`config.mk`:
```
export PLATFORM = sky130hd
export DESIGN_NAME = score_table_sequencer_flat
export DESIGN_NICKNAME = d
export VERILOG_FILES = /design/src/rtl/score_pkg.sv /design/src/rtl/score_table_sequencer_if.sv /design/src/rtl/score_insert.sv /design/src/rtl/score_table_sequencer.sv /design/src/flat_wrapper.sv
export SDC_FILE = /design/constraint.sdc
export NUM_CORES = 1
export LEC_CHECK = 0
export ABC_AREA = 1
export CAP_MARGIN = 20
export CORE_MARGIN = 2
export CORE_UTILIZATION = 25
export CTS_CLUSTER_DIAMETER = 120
export DETAILED_ROUTE_END_ITERATION = 7
export DONT_BUFFER_PORTS = 1
export GPL_ROUTABILITY_DRIVEN = 0
export GPL_TIMING_DRIVEN = 0
export PLACE_DENSITY = 0.42
export SLEW_MARGIN = 20
export SYNTH_ARGS = -nofsm -noshare
export SYNTH_HDL_FRONTEND = slang
export SYNTH_SLANG_ARGS = --single-unit
```
`constraint.sdc`:
```
create_clock -name clock -period 2.72 [get_ports clock]
set_input_delay 0.544 -clock clock [delete_from_list [all_inputs] [get_ports clock]]
set_output_delay 0.544 -clock clock [all_outputs]
set_load 0.005 [all_outputs]
```
`src/rtl/score_pkg.sv`:
```
// Shared definitions for the high-score table sequencer: data widths,
// the erased-flash word value and the sequencer state encoding.
package score_pkg;

  localparam int DW = 16;
  localparam int AW = 23;

  // An erased flash word reads back as all ones.
  localparam logic [DW-1:0] ERASED_WORD = 16'hFFFF;

  typedef enum logic [3:0] {
    S_BOOT    = 4'd0,
    S_RD_REQ  = 4'd1,
    S_RD_WAIT = 4'd2,
    S_IDLE    = 4'd3,
    S_INSERT  = 4'd4,
    S_ER_REQ  = 4'd5,
    S_ER_WAIT = 4'd6,
    S_WR_REQ  = 4'd7,
    S_WR_RISE = 4'd8,
    S_WR_WAIT = 4'd9,
    S_WR_DONE = 4'd10,
    S_ERROR   = 4'd11
  } state_e;

endpackage

```
`src/rtl/score_table_sequencer_if.sv`:
```
// Handshake bundle between the score table sequencer (master) and
// flash_manager (slave).
interface score_table_sequencer_if;
  import score_pkg::*;

  logic          writemode;
  logic          dowrite;
  logic          doread;
  logic [AW-1:0] raddr;
  logic [DW-1:0] wdata;
  logic [DW-1:0] frdata;
  logic          fbusy;

  modport master (
    output writemode, dowrite, doread, raddr, wdata,
    input  frdata, fbusy
  );

  modport slave (
    input  writemode, dowrite, doread, raddr, wdata,
    output frdata, fbusy
  );

endinterface

```
`src/rtl/score_insert.sv`:
```
// Combinational sorted insertion: finds the first slot the new score beats
// (strictly), shifts the lower entries down by one and drops the last.
module score_insert
  import score_pkg::*;
#(
  parameter int DEPTH = 4
) (
  input  logic [DEPTH-1:0][DW-1:0] table_i,
  input  logic [DW-1:0]            score_i,
  output logic [DEPTH-1:0][DW-1:0] table_o,
  output logic [2:0]               rank_o,
  output logic                     hit_o
);

  // Locate the insertion slot and build the shifted table.
  always_comb begin
    int k;
    k = DEPTH;
    for (int j = DEPTH - 1; j >= 0; j--) begin
      if (score_i > table_i[j]) k = j;
    end
    table_o = table_i;
    for (int j = 0; j < DEPTH; j++) begin
      if (j == k)     table_o[j] = score_i;
      else if (j > k) table_o[j] = table_i[(j > 0) ? j - 1 : 0];
    end
    rank_o = 3'(k);
    // A zero score never earns a place, even in an empty table.
    hit_o  = (k < DEPTH) && (score_i != '0);
  end

endmodule

```
`src/rtl/score_table_sequencer.sv`:
```
// Top-DEPTH high-score table kept in flash. Loads the table at boot,
// inserts qualifying scores in sorted order and rewrites the whole table
// (erase then sequential writes) after every change.
module score_table_sequencer
  import score_pkg::*;
#(
  parameter int DEPTH        = 4,
  parameter int RISE_TIMEOUT = 255
) (
  input  logic                   clock,
  input  logic                   reset,
  input  logic [DW-1:0]          new_score,
  input  logic                   score_valid,
  input  logic                   clear_table,
  output logic [DEPTH*DW-1:0]    table_out,
  output logic [2:0]             rank,
  output logic                   table_ready,
  output logic                   req_dropped,
  output logic                   error,
  score_table_sequencer_if.master fl
);

  localparam int TW = $clog2(RISE_TIMEOUT + 1);
  localparam logic [2:0] LAST = 3'(DEPTH - 1);

  state_e                   state_q, state_d;
  logic [2:0]               idx_q, idx_d;
  logic [TW-1:0]            tmo_q, tmo_d;
  logic [DEPTH-1:0][DW-1:0] table_q, table_d;
  logic [2:0]               rank_q, rank_d;
  logic [DW-1:0]            score_q, score_d;
  logic                     drop_q, drop_d;

  logic                     wm, dw, dr;
  logic [DW-1:0]            rd_word, wdata_mux;
  logic [DEPTH-1:0][DW-1:0] ins_table;
  logic [2:0]               ins_rank;
  logic                     ins_hit;

  score_insert #(.DEPTH(DEPTH)) u_insert (
    .table_i (table_q),
    .score_i (score_q),
    .table_o (ins_table),
    .rank_o  (ins_rank),
    .hit_o   (ins_hit)
  );

  // Select the entry being written back to flash.
  always_comb begin
    wdata_mux = '0;
    for (int j = 0; j < DEPTH; j++) begin
      if (idx_q == 3'(j)) wdata_mux = table_q[j];
    end
  end

  // State register.
  always_ff @(posedge clock) begin
    if (reset) state_q <= S_BOOT;
    else       state_q <= state_d;
  end

  // Next state, flash strobes and table/counter updates.
  always_comb begin
    state_d = state_q;
    idx_d   = idx_q;
    tmo_d   = tmo_q;
    table_d = table_q;
    rank_d  = rank_q;
    score_d = score_q;
    drop_d  = (score_valid || clear_table) && (state_q != S_IDLE);
    wm      = 1'b0;
    dw      = 1'b0;
    dr      = 1'b0;
    rd_word = (fl.frdata == ERASED_WORD) ? '0 : fl.frdata;

    case (state_q)
      S_BOOT: begin
        if (!fl.fbusy) begin
          idx_d   = '0;
          state_d = S_RD_REQ;
        end
      end
      S_RD_REQ: begin
        dr = 1'b1;
        if (fl.fbusy)                          state_d = S_RD_WAIT;
        else if (tmo_q == TW'(RISE_TIMEOUT))   state_d = S_ERROR;
        else                                   tmo_d   = tmo_q + TW'(1);
      end
      S_RD_WAIT: begin
        if (!fl.fbusy) begin
          for (int j = 0; j < DEPTH; j++) begin
            if (idx_q == 3'(j)) table_d[j] = rd_word;
          end
          if (idx_q == LAST) state_d = S_IDLE;
          else begin
            idx_d   = idx_q + 3'd1;
            state_d = S_RD_REQ;
          end
        end
      end
      S_IDLE: begin
        if (clear_table) begin
          table_d = '0;
          rank_d  = 3'(DEPTH);
          state_d = S_ER_REQ;
        end else if (score_valid) begin
          score_d = new_score;
          state_d = S_INSERT;
        end
      end
      S_INSERT: begin
        if (ins_hit) begin
          table_d = ins_table;
          rank_d  = ins_rank;
          state_d = S_ER_REQ;
        end else begin
          rank_d  = 3'(DEPTH);
          state_d = S_IDLE;
        end
      end
      S_ER_REQ: begin
        wm = 1'b1;
        if (fl.fbusy)                          state_d = S_ER_WAIT;
        else if (tmo_q == TW'(RISE_TIMEOUT))   state_d = S_ERROR;
        else                                   tmo_d   = tmo_q + TW'(1);
      end
      S_ER_WAIT: begin
        wm = 1'b1;
        if (!fl.fbusy) begin
          idx_d   = '0;
          state_d = S_WR_REQ;
        end
      end
      S_WR_REQ: begin
        wm      = 1'b1;
        dw      = 1'b1;
        state_d = S_WR_RISE;
      end
      S_WR_RISE: begin
        wm = 1'b1;
        if (fl.fbusy)                          state_d = S_WR_WAIT;
        else if (tmo_q == TW'(RISE_TIMEOUT))   state_d = S_ERROR;
        else                                   tmo_d   = tmo_q + TW'(1);
      end
      S_WR_WAIT: begin
        wm = 1'b1;
        if (!fl.fbusy) begin
          if (idx_q == LAST) state_d = S_WR_DONE;
          else begin
            idx_d   = idx_q + 3'd1;
            state_d = S_WR_REQ;
          end
        end
      end
      S_WR_DONE: state_d = S_IDLE;
      S_ERROR:   state_d = S_ERROR;
      default:   state_d = S_BOOT;
    endcase

    // Every wait is measured from the moment its state is entered.
    if (state_d != state_q) tmo_d = '0;
  end

  // Table, index, timeout and request-drop registers.
  always_ff @(posedge clock) begin
    if (reset) begin
      idx_q   <= '0;
      tmo_q   <= '0;
      table_q <= '0;
      rank_q  <= 3'(DEPTH);
      score_q <= '0;
      drop_q  <= 1'b0;
    end else begin
      idx_q   <= idx_d;
      tmo_q   <= tmo_d;
      table_q <= table_d;
      rank_q  <= rank_d;
      score_q <= score_d;
      drop_q  <= drop_d;
    end
  end

  assign table_out    = table_q;
  assign rank         = rank_q;
  assign table_ready  = (state_q == S_IDLE);
  assign req_dropped  = drop_q;
  assign error        = (state_q == S_ERROR);
  assign fl.writemode = wm;
  assign fl.dowrite   = dw;
  assign fl.doread    = dr;
  assign fl.raddr     = AW'(idx_q);
  assign fl.wdata     = wdata_mux;

endmodule
```
`src/flat_wrapper.sv`:
```
// flat-port wrapper written by rule: the top's interface ports become plain ports
module score_table_sequencer_flat import score_pkg::*;
#(
  parameter int DEPTH        = 4,
  parameter int RISE_TIMEOUT = 255
)
  (clock, reset, new_score, score_valid, clear_table, table_out, rank, table_ready, req_dropped, error, fl_writemode, fl_dowrite, fl_doread, fl_raddr, fl_wdata, fl_frdata, fl_fbusy);
  score_table_sequencer_if fl_i ();
  input  logic clock;
  input  logic reset;
  input  logic [DW-1:0] new_score;
  input  logic score_valid;
  input  logic clear_table;
  output logic [DEPTH*DW-1:0] table_out;
  output logic [2:0] rank;
  output logic table_ready;
  output logic req_dropped;
  output logic error;
  output wire logic [$bits(fl_i.writemode)-1:0] fl_writemode;
  output wire logic [$bits(fl_i.dowrite)-1:0] fl_dowrite;
  output wire logic [$bits(fl_i.doread)-1:0] fl_doread;
  output wire logic [$bits(fl_i.raddr)-1:0] fl_raddr;
  output wire logic [$bits(fl_i.wdata)-1:0] fl_wdata;
  input wire logic [$bits(fl_i.frdata)-1:0] fl_frdata;
  input wire logic [$bits(fl_i.fbusy)-1:0] fl_fbusy;
  assign fl_writemode = fl_i.writemode;
  assign fl_dowrite = fl_i.dowrite;
  assign fl_doread = fl_i.doread;
  assign fl_raddr = fl_i.raddr;
  assign fl_wdata = fl_i.wdata;
  assign fl_i.frdata = fl_frdata;
  assign fl_i.fbusy = fl_fbusy;
  score_table_sequencer #(.DEPTH(DEPTH), .RISE_TIMEOUT(RISE_TIMEOUT)) u_core (.clock(clock), .reset(reset), .new_score(new_score), .score_valid(score_valid), .clear_table(clear_table), .table_out(table_out), .rank(rank), .table_ready(table_ready), .req_dropped(req_dropped), .error(error), .fl(fl_i));
endmodule
```
==> summary.md <==
| Metric | Value |
|---|---|
| Met3 wire len | 1.800 mm |
| Startpoint types | flop |
| Share of power burned in the clock network | 0.252 |
| Die ar. | 32,020 µm² |
| Power Internal | 3.100 mW |
| Ports | 149 |
| Final Non-Filler Cells | 1,653 |
| DRC | 0 |
| Initial core utilization | 0.2521 |
| Sequential area share after synthesis | 0.2590 |
| Crit path DAT | 2.07 ns |
| First-pass GRT wire length | 44.26 mm |
| Largest net degree at the start of global routing | 17 |
| RSZ-0062 raised after global routing | no |
| Clock Pin Slew Worst Setup and Hold Paths | 0.07 ns |
| Tmin final | 2.615 ns |
| DP HPWL | 24.75 mm |
| Max clock buf depth | 2 |
| WHS Endpoint | u_core.score_q[7]$_SDFFE_PP0P_ |
| FF-to-FF Start | u_core.table_out[28]$_SDFFE_PP0P_ |
| Syn Area/Cell | 6.278 µm² |
| DP Area | 8219 µm² |
| CP endpoint kind | primary output |
| Design Area, Final | 8786 µm² |
| YS warnings | 0 |
| Reg2Reg Depth | 14 |
| Layout cells sized above 1 | 0.1243 |
| Mapped Area | 7652 µm² |
| TritonRoute pass-1 iters | 5 |
| Final Max Slew Viols | 0 |
| Fin Hold WS | 0.3762 ns |
| Commonest non-fill, non-tap cells in the layout | 305 x nand2_1, 219 x nor2_1, 118 x inv_1, 86 x o21ai_0, 72 x a21oi_1 |
| Synthesized instance count | 1,219 |
| Multi-input gate area | 4982 µm² |
| Power, Total | 5.524 mW |
| Status | completed |
| DIE HEIGHT | 179.0 µm |
| Pwr Density | 628.8 nW/µm² |
| Worst Slack Setup Final | 0.1052 ns |
| Kind of critical path | flop to primary output |
| Hold Path Cell Cnt | 2 |
| Critical Path Fanout Max | 10 |
| Final net count | 1,357 |
| Logic pwr share | 0.436 |
| Most common cell after layout, fill and taps aside | nand2_1 |
| WL met2 | 13.44 mm |
| CTS root buf | clkbuf_16 |
| WL final | 29.80 mm |
| Sink Count | 99 |
| Post-CTS Hold Buffers | 0 |
| Fill cells | 3,447 |
| Initial antenna violation count | 5 |
| WL per Instance | 18.03 µm |
| Final setup violation count | 0 |
| Worst skew pair latency | 0.36 ns |
| Max Clk Rate | 382.4 MHz |
| Post-route clock skew | 0.01331 ns |
| Vias/cell | 4.620 |
| Initial DRC Count | 466 |
| IO Port Bufs | 0 |
| Leakage power | 4.309 nW |
| Total GRT Usage | 0.1869 |
| Hold Vio Cnt, Final | 0 |
| Worst-Margin Slew | 0.7689 ns |
| Routed length on met1 | 14.11 mm |
| H-tree depth | 3 |
| Distinct cells, synth | 45 |
| Period utilisation layout | 0.9613 |
| Flop-to-flop setup slack | 0.16 ns |
| Sequential Power Share | 0.312 |
| Max-Cap Viols | 0 |
| Min-delay src | new_score[7] |
| Grt ovf | 0 |
| Post-synth top area share | 0.2590 |
| Layout area overhead | 14.81% |
| Cells after DPL | 1,634 |
| Vias in the first global route | 7,165 |
| CTS tree | done |
| Register area | 2022 µm² |
| P_sw | 2.425 mW |
| Vias | 7,637 |
| Min-Delay Path Class | primary input to flop |
| Post-route ant nets | 0 |
| DP Worst Slack | -0.2718 ns |
| Peak VDD IR | 0.0003893 V |
| Die width | 179.0 µm |
| Critical path required time | 2.18 ns |
| Switching share of total power | 0.4389 |
| Slew headroom | 0.4874 |
| Synth area leaders | dfxtp_1 26%, nand2_1 15%, ha_1 11% |
| Total CTS buffers | 9 |
| Reg2reg end | u_core.table_out[58]$_SDFFE_PP0P_ |
| Top layer in use | met5 |
| Row cnt | 64 |
| Yosys reg bits | 99 |
| Largest area contributor in the netlist | dfxtp_1 |
| CORE AREA | 30,350 µm² |
[synth_stat cells (all sizes together)]
library cell,instances
nand2,320
nor2,226
inv,133
o21ai,113
dfxtp,99
a21oi,74
ha,70
buf,51
nand3,30
clkbuf,21
o211ai,17
o311ai,16
nand4,13
nor4,6
xor2,5
nor3,4
a211oi,3
xnor2,3
a21o,2
o21a,2
o22ai,2
a221oi,1
a22oi,1
a31oi,1
and2b,1
conb,1
mux2i,1
o2111ai,1
o21bai,1
or4,1
[worst max path at each step]
stage / from / end / slack, ns / cells after the start
global placement: u_core.idx_q[1]$_SDFFE_PP0P_ / fl_wdata[14] / -0.26 / 9
CTS: u_core.idx_q[0]$_SDFFE_PP0P_ / fl_wdata[3] / -0.08 / 6
global route: u_core.table_out[1]$_SDFFE_PP0P_ / u_core.table_out[5]$_SDFFE_PP0P_ / 0.002 / 17
floorplan: u_core.idx_q[1]$_SDFFE_PP0P_ / fl_wdata[10] / 0.55 / 9
detailed placement: u_core.idx_q[0]$_SDFFE_PP0P_ / fl_wdata[13] / -0.27 / 8
finish: u_core.idx_q[0]$_SDFFE_PP0P_ / fl_wdata[11] / 0.11 / 7
[flip-flops by register name (all words and copies together), names as in the netlist]
register	count
u_core.table_out	64
u_core.score_q	16
u_core.tmo_q	8
u_core.state_q	4
u_core.idx_q	3
u_core.rank	3
u_core.req_dropped	1
[area by class of cell]
| type | instances | area share |
|---|---|---|
| repair buffers | 1 | 0.0008545 |
| inverters | 133 | 0.05682 |
| well taps | 396 | 0.05639 |
| clock inverters | 5 | 0.006836 |
| plain buffers | 72 | 0.05369 |
| clock buffers | 11 | 0.02763 |
| diodes | 2 | 0.0005696 |
| multi-input cells | 934 | 0.5671 |
| flip-flops and latches | 99 | 0.2301 |
[metrics by stage]
stage                     setup TNS, ns    util
after detailed placement         -5.256  0.2708
after CTS                       -0.5898  0.2846
final                                 0  0.2895
after global routing                  0  0.2894
after global placement           -4.646  0.2708
after floorplan                       0       -
[critical path, stage by stage, from the launching register on]
cell and delay (ns):
dfxtp_2 0.41, inv_1 0.10, ha_1 0.22, nand2_2 0.17, clkbuf_4 0.31, o311ai_2 0.17, o211ai_1 0.15, o21ai_0 0.18
[cell families after synthesis]
| logic type | count (synthesis) | share of synthesized area |
|---|---|---|
| XOR/XNOR | 8 | 0.009157 |
| flip-flops | 99 | 0.2590 |
| AND/OR/NAND/NOR | 601 | 0.3201 |
| adder cells (fa/ha/maj) | 70 | 0.1145 |
| other | 1 | 0.0004900 |
| AO/OA/AOI/OAI | 234 | 0.1733 |
| multiplexers | 1 | 0.001308 |
| buffers and inverters | 205 | 0.1221 |
[timing repair]
item                                    CTS  global route
endpoints found under the setup margin   77            88
resized for setup                        47            60
buffers inserted                          0             1
[layer usage]
metal / track usage / vias to the layer above
met1: 0.2534 / 3486
met2: 0.2978 / 150
met3: 0.04580 / 24
met4: 0.04268 / 6
li1: - / 3971
met5: 0 / -
[power by group through the flow]
stage	Combinational, mW	Sequential (mW)	Clock [mW]
3_5_place_dp	2.26	1.76	0
4_1_cts	2.32	1.72	1.44
6_report	2.41	1.72	1.39
2_1_floorplan	1.68	1.69	0
3_3_place_gp	2.25	1.75	0
5_1_grt	2.73	1.74	1.50
(Power assumes the default switching activity.)
